### src/rtl/switch_reader.sv
// switch_reader: two debounced pushbuttons driving an 8-bit press counter.
// Macro SWITCH_READER_DOWN_EN: sw2 decrements cnt; otherwise sw2 clears cnt.

// switch_debounce: synchronize one raw switch and accept level changes only after DEBOUNCE stable cycles.
module switch_debounce #(
  parameter int DEBOUNCE = 120000
) (
  input  logic clk,
  input  logic rst,
  input  logic sw,
  output logic level,
  output logic press
);
  localparam int CW = $clog2(DEBOUNCE);
  localparam logic [CW-1:0] LAST = CW'(DEBOUNCE - 1);
  typedef enum logic [1:0] {IDLE_LOW, WAIT_HIGH, IDLE_HIGH, WAIT_LOW} state_t;
  logic [1:0]    r_sync;
  state_t        r_state, w_next;
  logic [CW-1:0] r_count, w_count;
  logic          r_press;
  logic          w_in;
  assign w_in  = r_sync[1];
  assign level = (r_state == IDLE_HIGH) || (r_state == WAIT_LOW);
  assign press = r_press;
  // Two-flop synchronizer, debounce state, counter and registered press pulse.
  always_ff @(posedge clk) begin
    if (rst) begin
      r_sync  <= '0;
      r_state <= IDLE_LOW;
      r_count <= '0;
      r_press <= 1'b0;
    end else begin
      r_sync  <= {r_sync[0], sw};
      r_state <= w_next;
      r_count <= w_count;
      r_press <= (r_state == WAIT_HIGH) && (w_next == IDLE_HIGH);
    end
  end
  // Next state: the counter saturates at LAST because reaching it always leaves the wait state.
  always_comb begin
    w_next  = r_state;
    w_count = r_count;
    case (r_state)
      IDLE_LOW:  if (w_in) begin w_next = WAIT_HIGH; w_count = '0; end
      WAIT_HIGH: if (!w_in) begin w_next = IDLE_LOW; w_count = '0; end
                 else if (r_count == LAST) w_next = IDLE_HIGH;
                 else w_count = r_count + 1'b1;
      IDLE_HIGH: if (!w_in) begin w_next = WAIT_LOW; w_count = '0; end
      WAIT_LOW:  if (w_in) begin w_next = IDLE_HIGH; w_count = '0; end
                 else if (r_count == LAST) w_next = IDLE_LOW;
                 else w_count = r_count + 1'b1;
      default:   begin w_next = IDLE_LOW; w_count = '0; end
    endcase
  end
endmodule

module switch_reader #(
  parameter int DEBOUNCE = 120000
) (
  input  logic       clk,
  input  logic       rst,
  input  logic       sw1,
  input  logic       sw2,
  output logic       sw1_level,
  output logic       sw2_level,
  output logic       sw1_press,
  output logic       sw2_press,
  output logic [7:0] cnt
);
  logic [7:0] r_cnt;
  assign cnt = r_cnt;
  switch_debounce #(.DEBOUNCE(DEBOUNCE)) u_sw1 (
    .clk(clk), .rst(rst), .sw(sw1), .level(sw1_level), .press(sw1_press)
  );
  switch_debounce #(.DEBOUNCE(DEBOUNCE)) u_sw2 (
    .clk(clk), .rst(rst), .sw(sw2), .level(sw2_level), .press(sw2_press)
  );
  // Press counter updates the cycle after a pulse; coincident pulses resolve per build option.
  always_ff @(posedge clk) begin
    if (rst) r_cnt <= 8'h00;
`ifdef SWITCH_READER_DOWN_EN
    else r_cnt <= (sw1_press && !sw2_press) ? r_cnt + 8'd1 :
                  (sw2_press && !sw1_press) ? r_cnt - 8'd1 : r_cnt;
`else
    else r_cnt <= sw2_press ? 8'h00 : sw1_press ? r_cnt + 8'd1 : r_cnt;
`endif
  end
endmodule

### config.mk
export PLATFORM = sky130hd
export DESIGN_NAME = switch_reader
export DESIGN_NICKNAME = d
export VERILOG_FILES = /design/src/rtl/switch_reader.sv
export SDC_FILE = /design/constraint.sdc
export NUM_CORES = 1
export LEC_CHECK = 0
export CAP_MARGIN = 20
export CORE_MARGIN = 2
export CORE_UTILIZATION = 35
export CTS_BUF_LIST = sky130_fd_sc_hd__clkbuf_8
export DETAILED_ROUTE_END_ITERATION = 12
export PLACE_DENSITY = 0.48
export SYNTH_ARGS = -nofsm -noshare
export SYNTH_HDL_FRONTEND = slang
export SYNTH_SLANG_ARGS = --single-unit
export TNS_END_PERCENT = 10
### constraint.sdc
create_clock -name clk -period 3.85 [get_ports clk]
set_clock_uncertainty 0.1 [all_clocks]
set_input_delay 0.77 -clock clk [delete_from_list [all_inputs] [get_ports clk]]
set_output_delay 0.77 -clock clk [all_outputs]
set_load 0.02 [all_outputs]
## After elaboration in Yosys (flattened, before gate mapping)

Index checks and enable logic that the tools add are counted.

| word-level totals | value |
|---|---|
| flip-flop bits (word level) | 52 |
| input port bits | 4 |

| operators by class | value |
|---|---|
| $add $sub $neg | 3 |
| equality and inequality tests | 14 |
| mux-type cells | 26 |
| reductions and logical operators | 9 |

Operators by type and width:

| kind | count |
|---|---|
| 17-bit two-way mux | 10 |
| 17-bit case mux with 4 select lines | 2 |
| 17-bit by 1-bit adder with 17-bit output, second input constant | 2 |
| 17-bit equality test, second input constant | 2 |
| 2-bit two-way mux | 12 |
| 2-bit case mux with 4 select lines | 2 |
| 2-bit equality test, second input constant | 6 |
| 8-bit by 1-bit adder with 8-bit output, second input constant | 1 |
| 2-bit by 1-bit equality test with 1-bit output, second input constant | 2 |
| 2-bit logical NOT | 2 |
| 2-bit by 1-bit inequality test with 1-bit output, second input constant | 2 |
| 2-bit inequality test, second input constant | 2 |
| 2-bit AND reduction | 2 |
| 1-bit logical AND | 2 |
| 1-bit logical OR | 2 |
| 2-bit OR reduction | 1 |

## Logic depth before layout (Yosys ltp)

| depth | value |
|---|---|
| depth in word-level cells | 6 |
| mapped depth | 6 |

## Modules after synthesis

From an unflattened synthesis, not the netlist that was laid out.

| second synthesis, totals | value |
|---|---|
| cell total of the unflattened synthesis | 314 |
| area, all modules | 2692.6 um^2 |

By module, submodules not included:

| module | instances | cells an instance | area an instance (um^2) | seq. area each (um^2) |
|---|---|---|---|---|
| switch_debounce | 2 | 138 | 1173.6 | 440.4 |
| switch_reader | 1 | 38 | 345.3 | 160.2 |

## Worst setup path before layout

Ideal clock, no wire load.

| timing | value |
|---|---|
| kind | flip-flop to flip-flop |
| start | reg u_sw1.r_sync[1] |
| end | reg u_sw1.r_count[6] |
| arrival time | 1.712 ns |
| data required time | 3.691 ns |
| path slack | 1.978 ns |
| stages on the path, launching flop included | 6 |
| buffers on the path | 1 |
| clock period less this slack | 1.872 ns |
| path through | dfxtp_1 -> xor3_1 -> or2_0 -> buf_2 -> or4_1 -> nand2_1 |

| between the ends | value |
|---|---|
| cells in the longest elaborated chain, start to end | 2 |
| elaborated cells between the ends (all ways) | 6 |
| classes of those cells | eq/ne: 2; mux: 3; reduce/logical: 1 |

Ends and longest elaborated chain:

| what | line | text |
|---|---|---|
| start, declared | 17 | `logic [1:0] r_sync;` |
| start signal, assigned | 33 | `r_sync <= {r_sync[0], sw};` |
| 17-bit two-way mux (tied with other cells) | 49 | `WAIT_LOW: if (w_in) begin w_next = IDLE_HIGH; w_count = '0; end` |
| 17-bit case mux with 4 select lines / 2-bit AND reduction (equally long branches) | n/a |  |
| end signal, assigned | 35 | `r_count <= w_count;` |
| end, declared | 19 | `logic [CW-1:0] r_count, w_count;` |

Several ways; a longest one is shown, not always the timed one.
A chain may end at the register's enable or synchronous reset.

==> results.toml <==
[yosys]
yosysWarningCount = 0
synth_top_cell_area_share_pct = 40.2
syn_nets = 310
synth_area_leaders = "dfxtp_1 40%, nand2_1 4.2%, a21oi_1 3.7%"
synth_cell_types = 48
synth_seq_area_share_pct = 40.2
syn_area_per_cell_sq_um = 8.55
syn-cell-area_sq_mm = 0.00259
synth.largest_area_cell = "dfxtp_1"
synthCells = 303
ys_ff_latch = 52

[place]
dp_slack_ps = 1170
dp_hpwl_microns = 3910
port_buffers = 15
dp_cells = 403
gp_congestion = 0.736

[cts]
clk_pin_slew_ps = 100
clock_path_buffers = 2
htree_levels = 2
insertion_delay_ps = 300
root_buffer = "clkbuf_8"
cts_tree = "yes"
post-cts-setup-buffers = 0
cts_resized = 0
clock_sinks = 52
hold_buffers = 0
cts_made_buffers = 5

[critical_path]
reg2reg_depth = 5
crit_slowest_cell = "clkdlybuf4s50_1"
r2r-start = "u_sw2.r_count[1]"
cp-start-kind = "input port"
path_class = "in2reg"
crit_arrival_ps = 2500
worst_setup_path_end_kind = "flop"
crit_cells = 4
cp_top_family = "simple AND/OR/NAND/NOR gates"
r2r_slack_ps = 1720
crit_start = "rst"
critPathBufInv = 1
worstSetupEndpoint = "u_sw1.r_count[6]"
crit_fanout = 10
required_ps = 4000
slowest_delay_ps = 580
crit_chain = "clkdlybuf4s50_1 > or2_0 > or4_1 > nand2_1"
r2r-end = "u_sw2.r_count[6]"

[status]
status = "complete, no violations"

[pwr]
cellLeakagePower_uw = 0.000914
power_density_mw_per_mm2 = 326
peakVddDrop_mv = 0.234

[route]
antenna_left = 0
drtIter0Drc = 144
wirelength_microns = 5530
drc = 0
firstDrtPassIters = 4
wire_per_inst_microns = 13.5
detail_route.vias_per_cell = 5.36
dr_total_vias = 2203

[sta]
post-route-period-util_pct = 61.0
worst_pin_slew_ps = 719
finalSetupTns_ps = 0
finalCriticalPeriod_ps = 2350
fin_ws_ps = 1500
finalSetupViolCount = 0
max_slew_margin_pct = 51.7
rsz0062_at_grt = "no"
timing.fmax_mhz = 426
hold_viol = 0
drv_slew = 0

[flow_run]
maxCapViolations = 0

[finish]
drive_above_1_share_pct = 4.81
nNetsFinal = 318
multi_input_area_sq_mm = 0.00147
fill_cells = 764
n_antenna_cell = 0
final_cell_mix = "52 x dfxtp_1, 29 x nand2_1, 23 x nor2_1, 19 x nand3_1, 19 x a21oi_1"
seq_area_sq_mm = 0.00104
mostFrequentLayoutCell = "dfxtp_1"
finalNonFillerCells = 411
area.growth.synth_to_final_pct = 12.4

[die]
coreArea_sq_mm = 0.00721
die_y_microns = 90.0
die_area_sq_mm = 0.00811
num_rows = 31
io_pins = 16
die_x_microns = 90.0
initial_utilization_pct = 35.9

[global_routing]
grt_util_all_layers_pct = 14.2
antenna_found_initial = 0
grt_max_degree = 18
grt_pass1_vias = 2003
grt_overflow = 0
grt_pass1_wl_microns = 9740

[min_path]
min_path_type = "reg2reg"
min_path_cells = 1
## power breakdown
group / internal [uW] / switching [uW]
registers: 541 / 3.89
clock network: 191 / 177
logic: 13.9 / 22.2
total: 746 / 203
## worst register-to-register path, cell delays in order (launching register included)
cell	delay [ps]
dfxtp_1	430
ha_1	250
and3_1	420
nand2_1	230
or4_1	460
a21oi_1	170
## sequential cells by signal (all words and copies together) (netlist names)
register	flops
cnt	8
u_sw1.press	1
u_sw1.r_count	17
u_sw1.r_state	2
u_sw1.r_sync	2
u_sw2.press	1
u_sw2.r_count	17
u_sw2.r_state	2
u_sw2.r_sync	2
## how the worst min path moves through the flow
| stage | to | slack (ps) | startpoint |
|---|---|---|---|
| 6_report | u_sw1.r_sync[1] | 350 | u_sw1.r_sync[0] |
| 5_1_grt | u_sw1.r_sync[1] | 380 | u_sw1.r_sync[0] |
| 4_1_cts | u_sw1.r_sync[1] | 360 | u_sw1.r_sync[0] |
| 3_5_place_dp | u_sw2.r_sync[1] | 330 | u_sw2.r_sync[0] |
| 3_3_place_gp | u_sw1.r_sync[1] | 320 | u_sw1.r_sync[0] |
| 2_1_floorplan | u_sw1.r_sync[1] | 310 | u_sw1.r_sync[0] |
## metrics by stage
stage	hold WS, ps	instance area (sq um)	utilization, %	power, uW
6_report	352	2910	40.4	949
5_1_grt	382	2910	40.4	996
4_1_cts	357	2910	40.4	966
3_5_place_dp	332	2810	38.9	594
3_3_place_gp	318	2810	38.9	595
2_1_floorplan	314	2590	-	582
## synthesized netlist by cell type (all sizes together)
cell and count:
and3 6, buf 4, or4bb 1, a211oi 2, nor4b 1, and4 4, xor3 2, o211ai 4
o21a 3, a21oi 19, xor2 8, nand2b 1, nor2b 4, o21ai 9, nor4bb 1, nand4 14
nand4b 1, or2b 1, a311oi 2, or4b 3, xnor2 8, a21o 2, o31ai 8, clkbuf 11
nor4 5, dfxtp 52, nand3 19, ha 3, or3 11, mux2i 7, a31oi 5, a2111oi 1
or4 9, a41oi 1, or2 4, nor3 7, and2 4, nand2 29, inv 4, nor2 23
## layer usage
metal	vias up	global-route usage [%]	wire length [microns]
li1	1138	-	-
met1	1025	21.3	2940
met2	38	20.6	2350
met3	2	3.19	206
met4	0	3.33	31
met5	-	0	0
## cells by family (layout without fill, tap and decap cells)
logic type | count (synthesis) | in the layout | synth area share [%]
XOR/XNOR | 18 | 18 | 7.24
multiplexers | 7 | 7 | 2.70
AO/OA/AOI/OAI | 56 | 56 | 13.5
AND/OR/NAND/NOR | 148 | 148 | 31.8
buffers and inverters | 19 | 28 | 3.19
adder cells (fa/ha/maj) | 3 | 3 | 1.45
flip-flops | 52 | 52 | 40.2
## final cells by class
class                   count  share of cell area [%]
well taps                  99                    4.25
repair buffers             16                    5.41
multi-input cells         232                    50.4
clock buffers               5                    2.36
flip-flops and latches     52                    35.7
clock inverters             3                    1.33
inverters                   4                   0.515
(Power assumes the default switching activity.)
